File: config.mk
export PLATFORM = sky130hd
export DESIGN_NAME = fir_chan_sched
export DESIGN_NICKNAME = d
export VERILOG_FILES = /design/src/rtl/fir_chan_sched.sv
export SDC_FILE = /design/constraint.sdc
export NUM_CORES = 1
export LEC_CHECK = 0
export CAP_MARGIN = 25
export CORE_ASPECT_RATIO = 1.25
export CORE_MARGIN = 2
export CORE_UTILIZATION = 49
export DETAILED_ROUTE_END_ITERATION = 16
export PLACE_DENSITY_LB_ADDON = 0.08
export SYNTH_ARGS = -nofsm -noshare
export SYNTH_HDL_FRONTEND = slang
export SYNTH_SLANG_ARGS = --single-unit
File: constraint.sdc
create_clock -name clk -period 2.85 [get_ports clk]
set_clock_uncertainty 0.1 [all_clocks]
set_input_delay 0.285 -clock clk [delete_from_list [all_inputs] [get_ports clk]]
set_output_delay 0.285 -clock clk [all_outputs]
set_load 0.01 [all_outputs]
File: src/rtl/fir_chan_sched.sv
// Channel scheduler for the shared decimating FIR core: serialises wide input
// frames into per-channel tagged beats and re-registers the core's results.
module fir_chan_sched #(
  parameter int CHANNELS   = 16,
  parameter int DATA_WIDTH = 16,
  parameter int DECIM      = 8,
  parameter int OUT_WIDTH  = 32
) (
  input  logic                           clk,
  input  logic                           rst,
  input  logic                           s_tvalid,
  output logic                           s_tready,
  input  logic [CHANNELS*DATA_WIDTH-1:0] s_tdata,
  output logic                           core_tvalid,
  input  logic                           core_tready,
  output logic [DATA_WIDTH-1:0]          core_tdata,
  output logic [$clog2(CHANNELS)-1:0]    core_tchan,
  output logic [$clog2(DECIM)-1:0]       core_tphase,
  output logic                           core_tdump,
  output logic                           core_tlast,
  input  logic                           res_tvalid,
  input  logic [OUT_WIDTH-1:0]           res_tdata,
  input  logic [$clog2(CHANNELS)-1:0]    res_tchan,
  output logic                           m_tvalid,
  output logic [OUT_WIDTH-1:0]           m_tdata,
  output logic [$clog2(CHANNELS)-1:0]    m_tchan,
  output logic                           m_tlast,
  output logic                           err_seq
);

  localparam int CW = $clog2(CHANNELS);
  localparam int PW = $clog2(DECIM);
  localparam logic [CW-1:0] LAST_CH = CW'(CHANNELS - 1);
  localparam logic [PW-1:0] LAST_PH = PW'(DECIM - 1);

  typedef enum logic {IDLE, SERIAL} state_t;

  state_t                state_q, state_d;
  logic [DATA_WIDTH-1:0] frame_q [CHANNELS];
  logic [DATA_WIDTH-1:0] frame_d [CHANNELS];
  logic [CW-1:0]         ch_cnt_q, ch_cnt_d;
  logic [PW-1:0]         phase_q, phase_d;
  logic                  core_tvalid_q, core_tvalid_d;
  logic [DATA_WIDTH-1:0] core_tdata_q, core_tdata_d;
  logic [CW-1:0]         core_tchan_q, core_tchan_d;
  logic [PW-1:0]         core_tphase_q, core_tphase_d;
  logic                  core_tdump_q, core_tdump_d;
  logic                  core_tlast_q, core_tlast_d;
  logic                  m_tvalid_q, m_tvalid_d;
  logic [OUT_WIDTH-1:0]  m_tdata_q, m_tdata_d;
  logic [CW-1:0]         m_tchan_q, m_tchan_d;
  logic                  m_tlast_q, m_tlast_d;
  logic                  err_seq_q, err_seq_d;
  logic [CW-1:0]         exp_chan_q, exp_chan_d;

  logic          hs, load;
  logic [CW-1:0] nxt_ch;
  logic [PW-1:0] nxt_ph, load_ph;

  assign hs       = core_tvalid_q & core_tready;
  assign s_tready = (state_q == IDLE) | ((state_q == SERIAL) & core_tlast_q & core_tready);
  assign load     = s_tvalid & s_tready;

  always_comb begin
    state_d       = state_q;
    frame_d       = frame_q;
    ch_cnt_d      = ch_cnt_q;
    phase_d       = phase_q;
    core_tvalid_d = core_tvalid_q;
    core_tdata_d  = core_tdata_q;
    core_tchan_d  = core_tchan_q;
    core_tphase_d = core_tphase_q;
    core_tdump_d  = core_tdump_q;
    core_tlast_d  = core_tlast_q;
    nxt_ch        = ch_cnt_q + CW'(1);
    nxt_ph        = (phase_q == LAST_PH) ? '0 : phase_q + PW'(1);
    load_ph       = (state_q == SERIAL) ? nxt_ph : phase_q;

    if (state_q == SERIAL && hs) begin
      if (!core_tlast_q) begin
        ch_cnt_d     = nxt_ch;
        core_tdata_d = frame_q[nxt_ch];
        core_tchan_d = nxt_ch;
        core_tlast_d = (nxt_ch == LAST_CH);
      end else begin
        phase_d       = nxt_ph;
        state_d       = IDLE;
        core_tvalid_d = 1'b0;
        core_tdata_d  = '0;
        core_tchan_d  = '0;
        core_tphase_d = '0;
        core_tdump_d  = 1'b0;
        core_tlast_d  = 1'b0;
      end
    end

    // A load on the final handshake overrides the return to IDLE, giving gapless frames.
    if (load) begin
      for (int unsigned c = 0; c < CHANNELS; c++)
        frame_d[c] = s_tdata[c*DATA_WIDTH +: DATA_WIDTH];
      state_d       = SERIAL;
      ch_cnt_d      = '0;
      core_tvalid_d = 1'b1;
      core_tdata_d  = s_tdata[DATA_WIDTH-1:0];
      core_tchan_d  = '0;
      core_tphase_d = load_ph;
      core_tdump_d  = (load_ph == LAST_PH);
      core_tlast_d  = 1'b0;
    end
  end

  always_comb begin
    m_tvalid_d = res_tvalid;
    m_tdata_d  = res_tdata;
    m_tchan_d  = res_tchan;
    m_tlast_d  = (res_tchan == LAST_CH);
    err_seq_d  = err_seq_q;
    exp_chan_d = exp_chan_q;
    if (res_tvalid) begin
      if (res_tchan != exp_chan_q) err_seq_d = 1'b1;
      exp_chan_d = (res_tchan == LAST_CH) ? '0 : res_tchan + CW'(1);
    end
  end

  always_ff @(posedge clk) begin
    if (rst) begin
      state_q       <= IDLE;
      frame_q       <= '{default: '0};
      ch_cnt_q      <= '0;
      phase_q       <= '0;
      core_tvalid_q <= 1'b0;
      core_tdata_q  <= '0;
      core_tchan_q  <= '0;
      core_tphase_q <= '0;
      core_tdump_q  <= 1'b0;
      core_tlast_q  <= 1'b0;
      m_tvalid_q    <= 1'b0;
      m_tdata_q     <= '0;
      m_tchan_q     <= '0;
      m_tlast_q     <= 1'b0;
      err_seq_q     <= 1'b0;
      exp_chan_q    <= '0;
    end else begin
      state_q       <= state_d;
      frame_q       <= frame_d;
      ch_cnt_q      <= ch_cnt_d;
      phase_q       <= phase_d;
      core_tvalid_q <= core_tvalid_d;
      core_tdata_q  <= core_tdata_d;
      core_tchan_q  <= core_tchan_d;
      core_tphase_q <= core_tphase_d;
      core_tdump_q  <= core_tdump_d;
      core_tlast_q  <= core_tlast_d;
      m_tvalid_q    <= m_tvalid_d;
      m_tdata_q     <= m_tdata_d;
      m_tchan_q     <= m_tchan_d;
      m_tlast_q     <= m_tlast_d;
      err_seq_q     <= err_seq_d;
      exp_chan_q    <= exp_chan_d;
    end
  end

  assign core_tvalid = core_tvalid_q;
  assign core_tdata  = core_tdata_q;
  assign core_tchan  = core_tchan_q;
  assign core_tphase = core_tphase_q;
  assign core_tdump  = core_tdump_q;
  assign core_tlast  = core_tlast_q;
  assign m_tvalid    = m_tvalid_q;
  assign m_tdata     = m_tdata_q;
  assign m_tchan     = m_tchan_q;
  assign m_tlast     = m_tlast_q;
  assign err_seq     = err_seq_q;

endmodule

==> metrics.txt <==
# TYPE chip_impl_metric gauge
chip_impl_info{name="status",value="finished clean"} 1
chip_impl_metric{name="power_switching_share",unit="%"} 24.0
chip_impl_metric{name="synth_sequential_area_ratio",unit="%"} 48.8
chip_impl_metric{name="floorplan.initialDensity",unit="%"} 49.6
chip_impl_metric{name="power.share.combinational",unit="%"} 13.3
chip_impl_metric{name="clkSinkCount",unit=""} 332
chip_impl_metric{name="timing.slew.headroom",unit="%"} 41.6
chip_impl_metric{name="core_area",unit="sq um"} 27500
chip_impl_metric{name="power_frac_clock",unit="%"} 43.1
chip_impl_metric{name="post_cts_buffers",unit=""} 0
chip_impl_metric{name="horizontal_die_dimension",unit="um"} 153
chip_impl_metric{name="route.vias.total",unit=""} 12671
chip_impl_metric{name="drv_slew",unit=""} 0
chip_impl_metric{name="ir_worst_vdd",unit="uV"} 374
chip_impl_metric{name="report.power.total",unit="mW"} 11.7
chip_impl_metric{name="data_required_time_of_the_critical_path",unit="ns"} 3.13
chip_impl_metric{name="synthesis.area_per_instance",unit="sq um"} 8.51
chip_impl_metric{name="cts_hold_buf",unit=""} 1
chip_impl_metric{name="first_pass_grt_wire_length",unit="um"} 68800
chip_impl_info{name="post-synth-top-area-cell",value="sky130_fd_sc_hd__dfxtp_1"} 1
chip_impl_metric{name="first_global_vias",unit=""} 12272
chip_impl_metric{name="yosys_register_bits",unit=""} 332
chip_impl_info{name="rsz0062_at_grt",value="no"} 1
chip_impl_metric{name="ys_types",unit=""} 41
chip_impl_metric{name="finalWirelength",unit="um"} 45600
chip_impl_metric{name="yosysWarningCount",unit=""} 0
chip_impl_metric{name="power.leakage",unit="nW"} 7.24
chip_impl_metric{name="fillCellCount",unit=""} 2255
chip_impl_metric{name="grt_util_all_layers",unit="%"} 30.2
chip_impl_metric{name="synth_to_final_area_change",unit="%"} 38.2
chip_impl_metric{name="final_count_of_hold_timing_violations",unit=""} 0
chip_impl_metric{name="synth_fp_nets",unit=""} 1903
chip_impl_metric{name="power.share.sequential",unit="%"} 43.6
chip_impl_metric{name="drt_first_pass_iters",unit=""} 6
chip_impl_metric{name="drt_drc_violations_left",unit=""} 0
chip_impl_metric{name="cts-resized-gates",unit=""} 0
chip_impl_metric{name="timing.critical_path.fanout_max",unit=""} 60
chip_impl_metric{name="cap_violations",unit=""} 0
chip_impl_metric{name="grt_start_max_net_pins",unit=""} 148
chip_impl_metric{name="drt_iter0_markers",unit=""} 956
chip_impl_metric{name="design.portCount",unit=""} 363
chip_impl_metric{name="p_switching",unit="mW"} 2.80
chip_impl_metric{name="fmaxAchievable",unit="MHz"} 406
chip_impl_metric{name="final_layout_size_suffix_gt1_share",unit="%"} 7.48
chip_impl_info{name="type_of_origin_of_the_critical_path",value="flop"} 1
chip_impl_metric{name="report.final.setup_viol",unit=""} 0
chip_impl_info{name="critPathCaptureType",value="flop"} 1
chip_impl_metric{name="number_of_diodes",unit=""} 0
chip_impl_metric{name="final_period_utilization",unit="%"} 86.4
chip_impl_metric{name="final_gp_congestion",unit=""} 0.898
chip_impl_metric{name="synthesis.area",unit="sq um"} 13600
chip_impl_info{name="worst_hold_path_class",value="primary input to flop"} 1
chip_impl_metric{name="post_synth_inst_count",unit=""} 1601
chip_impl_metric{name="dp_hpwl",unit="um"} 33200
chip_impl_metric{name="cts_buffer_depth",unit=""} 3
chip_impl_metric{name="viasPerCell",unit=""} 5.57
chip_impl_metric{name="final.setup.tns",unit="ns"} 0
chip_impl_metric{name="fp-row-count",unit=""} 68
chip_impl_metric{name="final_net_count",unit=""} 2203
chip_impl_metric{name="clkTransAtPathRegs",unit="ns"} 0.07
chip_impl_metric{name="global_route.overflow_total",unit=""} 0
chip_impl_metric{name="cts_inserted_buffers",unit=""} 34
chip_impl_metric{name="detail_route.wl_per_cell",unit="um"} 20.0
chip_impl_metric{name="fin_crit",unit="ns"} 2.46
chip_impl_info{name="category_of_the_most_critical_setup_path",value="flop to flop"} 1
chip_impl_metric{name="drtAntennaViolNets",unit=""} 0
chip_impl_metric{name="final_core_util",unit="%"} 68.5
chip_impl_metric{name="numPortBuffers",unit=""} 362
chip_impl_metric{name="synth_top_cell_area_share",unit="%"} 48.8
chip_impl_metric{name="cts_htree_levels",unit=""} 2
chip_impl_metric{name="cellPowerDensity",unit="nW/um^2"} 619
chip_impl_metric{name="worst_slew_pin_slew",unit="ns"} 0.877
chip_impl_metric{name="insertion_delay",unit="ns"} 0.52
chip_impl_info{name="cts_tree",value="yes"} 1
chip_impl_metric{name="die_height",unit="um"} 190
chip_impl_metric{name="cp.arrival",unit="ns"} 2.74
chip_impl_metric{name="p_int",unit="mW"} 8.87
chip_impl_metric{name="antenna_violations_before_repair",unit=""} 0
chip_impl_metric{name="design.die.area",unit="sq um"} 29200
chip_impl_info{name="netlist_top_cells_area",value="sky130_fd_sc_hd__dfxtp_1 (49%), sky130_fd_sc_hd__nand2_1 (15%), sky130_fd_sc_hd__a21oi_1 (9.7%)"} 1
chip_impl_info{name="ctsRootBufferMaster",value="sky130_fd_sc_hd__clkbuf_16"} 1
layout make-up:
| type | count | area, sq um | share of cell area [%] |
|---|---|---|---|
| Sequential cell | 332 | 6650 | 35.3 |
| Inverter | 3 | 11.3 | 0.0598 |
| Multi-Input combinational cell | 1137 | 6430 | 34.2 |
| Clock buffer | 46 | 1020 | 5.41 |
| Timing Repair Buffer | 393 | 4030 | 21.4 |
| Tap cell | 350 | 438 | 2.33 |
| Clock inverter | 14 | 255 | 1.36 |
cell usage after synthesis (all sizes together):
cell,count
nand2,554
dfxtp,332
a21oi,265
mux2i,85
clkbuf,82
buf,47
nor2b,36
mux2,34
nor2,22
mux4,17
a32oi,16
o22ai,16
o31ai,16
o32a,16
a32o,14
xnor2,9
ha,5
nand3,5
a22oi,3
and3,3
inv,3
nor3,3
xor2,3
a211oi,2
nand2b,2
nand4,2
or3,2
a21bo,1
a311o,1
a311oi,1
a31oi,1
and3b,1
nand4b,1
o21ai,1
power by group through the flow:
stage / Clock (mW) / Combinational [mW] / Sequential (mW)
after global routing: 5.25 / 1.67 / 5.11
after detailed placement: 0 / 1.53 / 5.19
final: 5.02 / 1.55 / 5.09
after CTS: 5.07 / 1.54 / 5.09
after floorplan: 0 / 0.742 / 5.12
after global placement: 0 / 1.51 / 5.19
critical path, stage by stage, from the launching register on:
cell and delay (ns):
sky130_fd_sc_hd__dfxtp_1 0.42, sky130_fd_sc_hd__ha_1 0.37, sky130_fd_sc_hd__xor2_4 0.25, sky130_fd_sc_hd__buf_12 0.34, sky130_fd_sc_hd__mux2_2 0.40, sky130_fd_sc_hd__o22ai_1 0.29
sky130_fd_sc_hd__o31ai_1 0.12
path summary, 6_finish.rpt:
check / from / end / slack [ns] / cells past startpoint
max: ch_cnt_q[1]$_SDFFE_PP0P_ / core_tdata[3]$_SDFFE_PP0P_ / 0.39 / 6
max reg2reg: ch_cnt_q[1]$_SDFFE_PP0P_ / core_tdata[3]$_SDFFE_PP0P_ / 0.39 / 6
min reg2reg: frame_q[173]$_SDFFE_PP0P_ / frame_q[173]$_SDFFE_PP0P_ / 0.35 / 2
min: s_tdata[64] / frame_q[176]$_SDFFE_PP0P_ / 0.21 / 3
metal layers:
layer  track usage (%)  wire [um]  up-vias
met1              34.5      16900     5901
met5                 0          0        -
met4              18.5       3060        0
met2              52.0      22000      610
met3              5.95       3560      142
li1                  -          -     6018
stage by stage:
stage               area [sq um]  hold slack (ns)  cells  worst slack (ns)
global placement           17500            0.339   2213             0.496
global route               18800            0.216   2275             0.314
floorplan                  13600            0.313   1601             0.340
finish                     18800            0.212   2275             0.388
CTS                        18800            0.209   2274             0.416
detailed placement         17500            0.346   2213             0.430
registers in the layout, indices dropped and copies added (netlist names):
register and count:
m_tvalid 1, m_tlast 1, frame_q 256, core_tdump 1, core_tchan 4, phase_q 3, core_tvalid 1, err_seq 1
core_tdata 16, core_tphase 3, core_tlast 1, ch_cnt_q 4, m_tdata 32, m_tchan 4, exp_chan_q 4
kinds of logic (layout without fill, tap and decap cells):
kind of cell	after synthesis	in the layout	share of synthesized area, %
compound gates	353	353	15.2
xor+xnor	12	12	0.827
fa+ha+maj	5	5	0.459
buf+inv	132	456	4.35
flops	332	332	48.8
mux	136	136	12.0
simple gates	631	631	18.4
cells in the final DEF, fill, tap and decap left out, types with 2 or more instances in the layout:
cell type	n
sky130_fd_sc_hd__buf_4	17
sky130_fd_sc_hd__bufinv_16	7
sky130_fd_sc_hd__buf_12	13
sky130_fd_sc_hd__nor2b_1	36
sky130_fd_sc_hd__or3_1	2
sky130_fd_sc_hd__a22oi_1	3
sky130_fd_sc_hd__clkbuf_16	37
sky130_fd_sc_hd__o32a_1	16
sky130_fd_sc_hd__a32o_1	14
sky130_fd_sc_hd__o22ai_1	16
sky130_fd_sc_hd__nand3_1	5
sky130_fd_sc_hd__o31ai_1	14
sky130_fd_sc_hd__clkinv_2	4
sky130_fd_sc_hd__and3_1	3
sky130_fd_sc_hd__nand4_1	2
sky130_fd_sc_hd__mux2_2	34
sky130_fd_sc_hd__a21oi_1	264
sky130_fd_sc_hd__clkbuf_8	6
sky130_fd_sc_hd__dfxtp_1	332
sky130_fd_sc_hd__a32oi_1	16
sky130_fd_sc_hd__inv_1	3
sky130_fd_sc_hd__xor2_1	2
sky130_fd_sc_hd__mux2i_1	85
sky130_fd_sc_hd__nand2_1	552
sky130_fd_sc_hd__o31ai_2	2
sky130_fd_sc_hd__nand2b_1	2
sky130_fd_sc_hd__clkbuf_1	3
sky130_fd_sc_hd__mux4_2	13
sky130_fd_sc_hd__a211oi_1	2
sky130_fd_sc_hd__clkdlybuf4s50_1	361
sky130_fd_sc_hd__ha_1	4
sky130_fd_sc_hd__nor3_1	3
sky130_fd_sc_hd__nor2_1	22
sky130_fd_sc_hd__xnor2_1	8
sky130_fd_sc_hd__mux4_1	4
(Power assumes the default switching activity.)
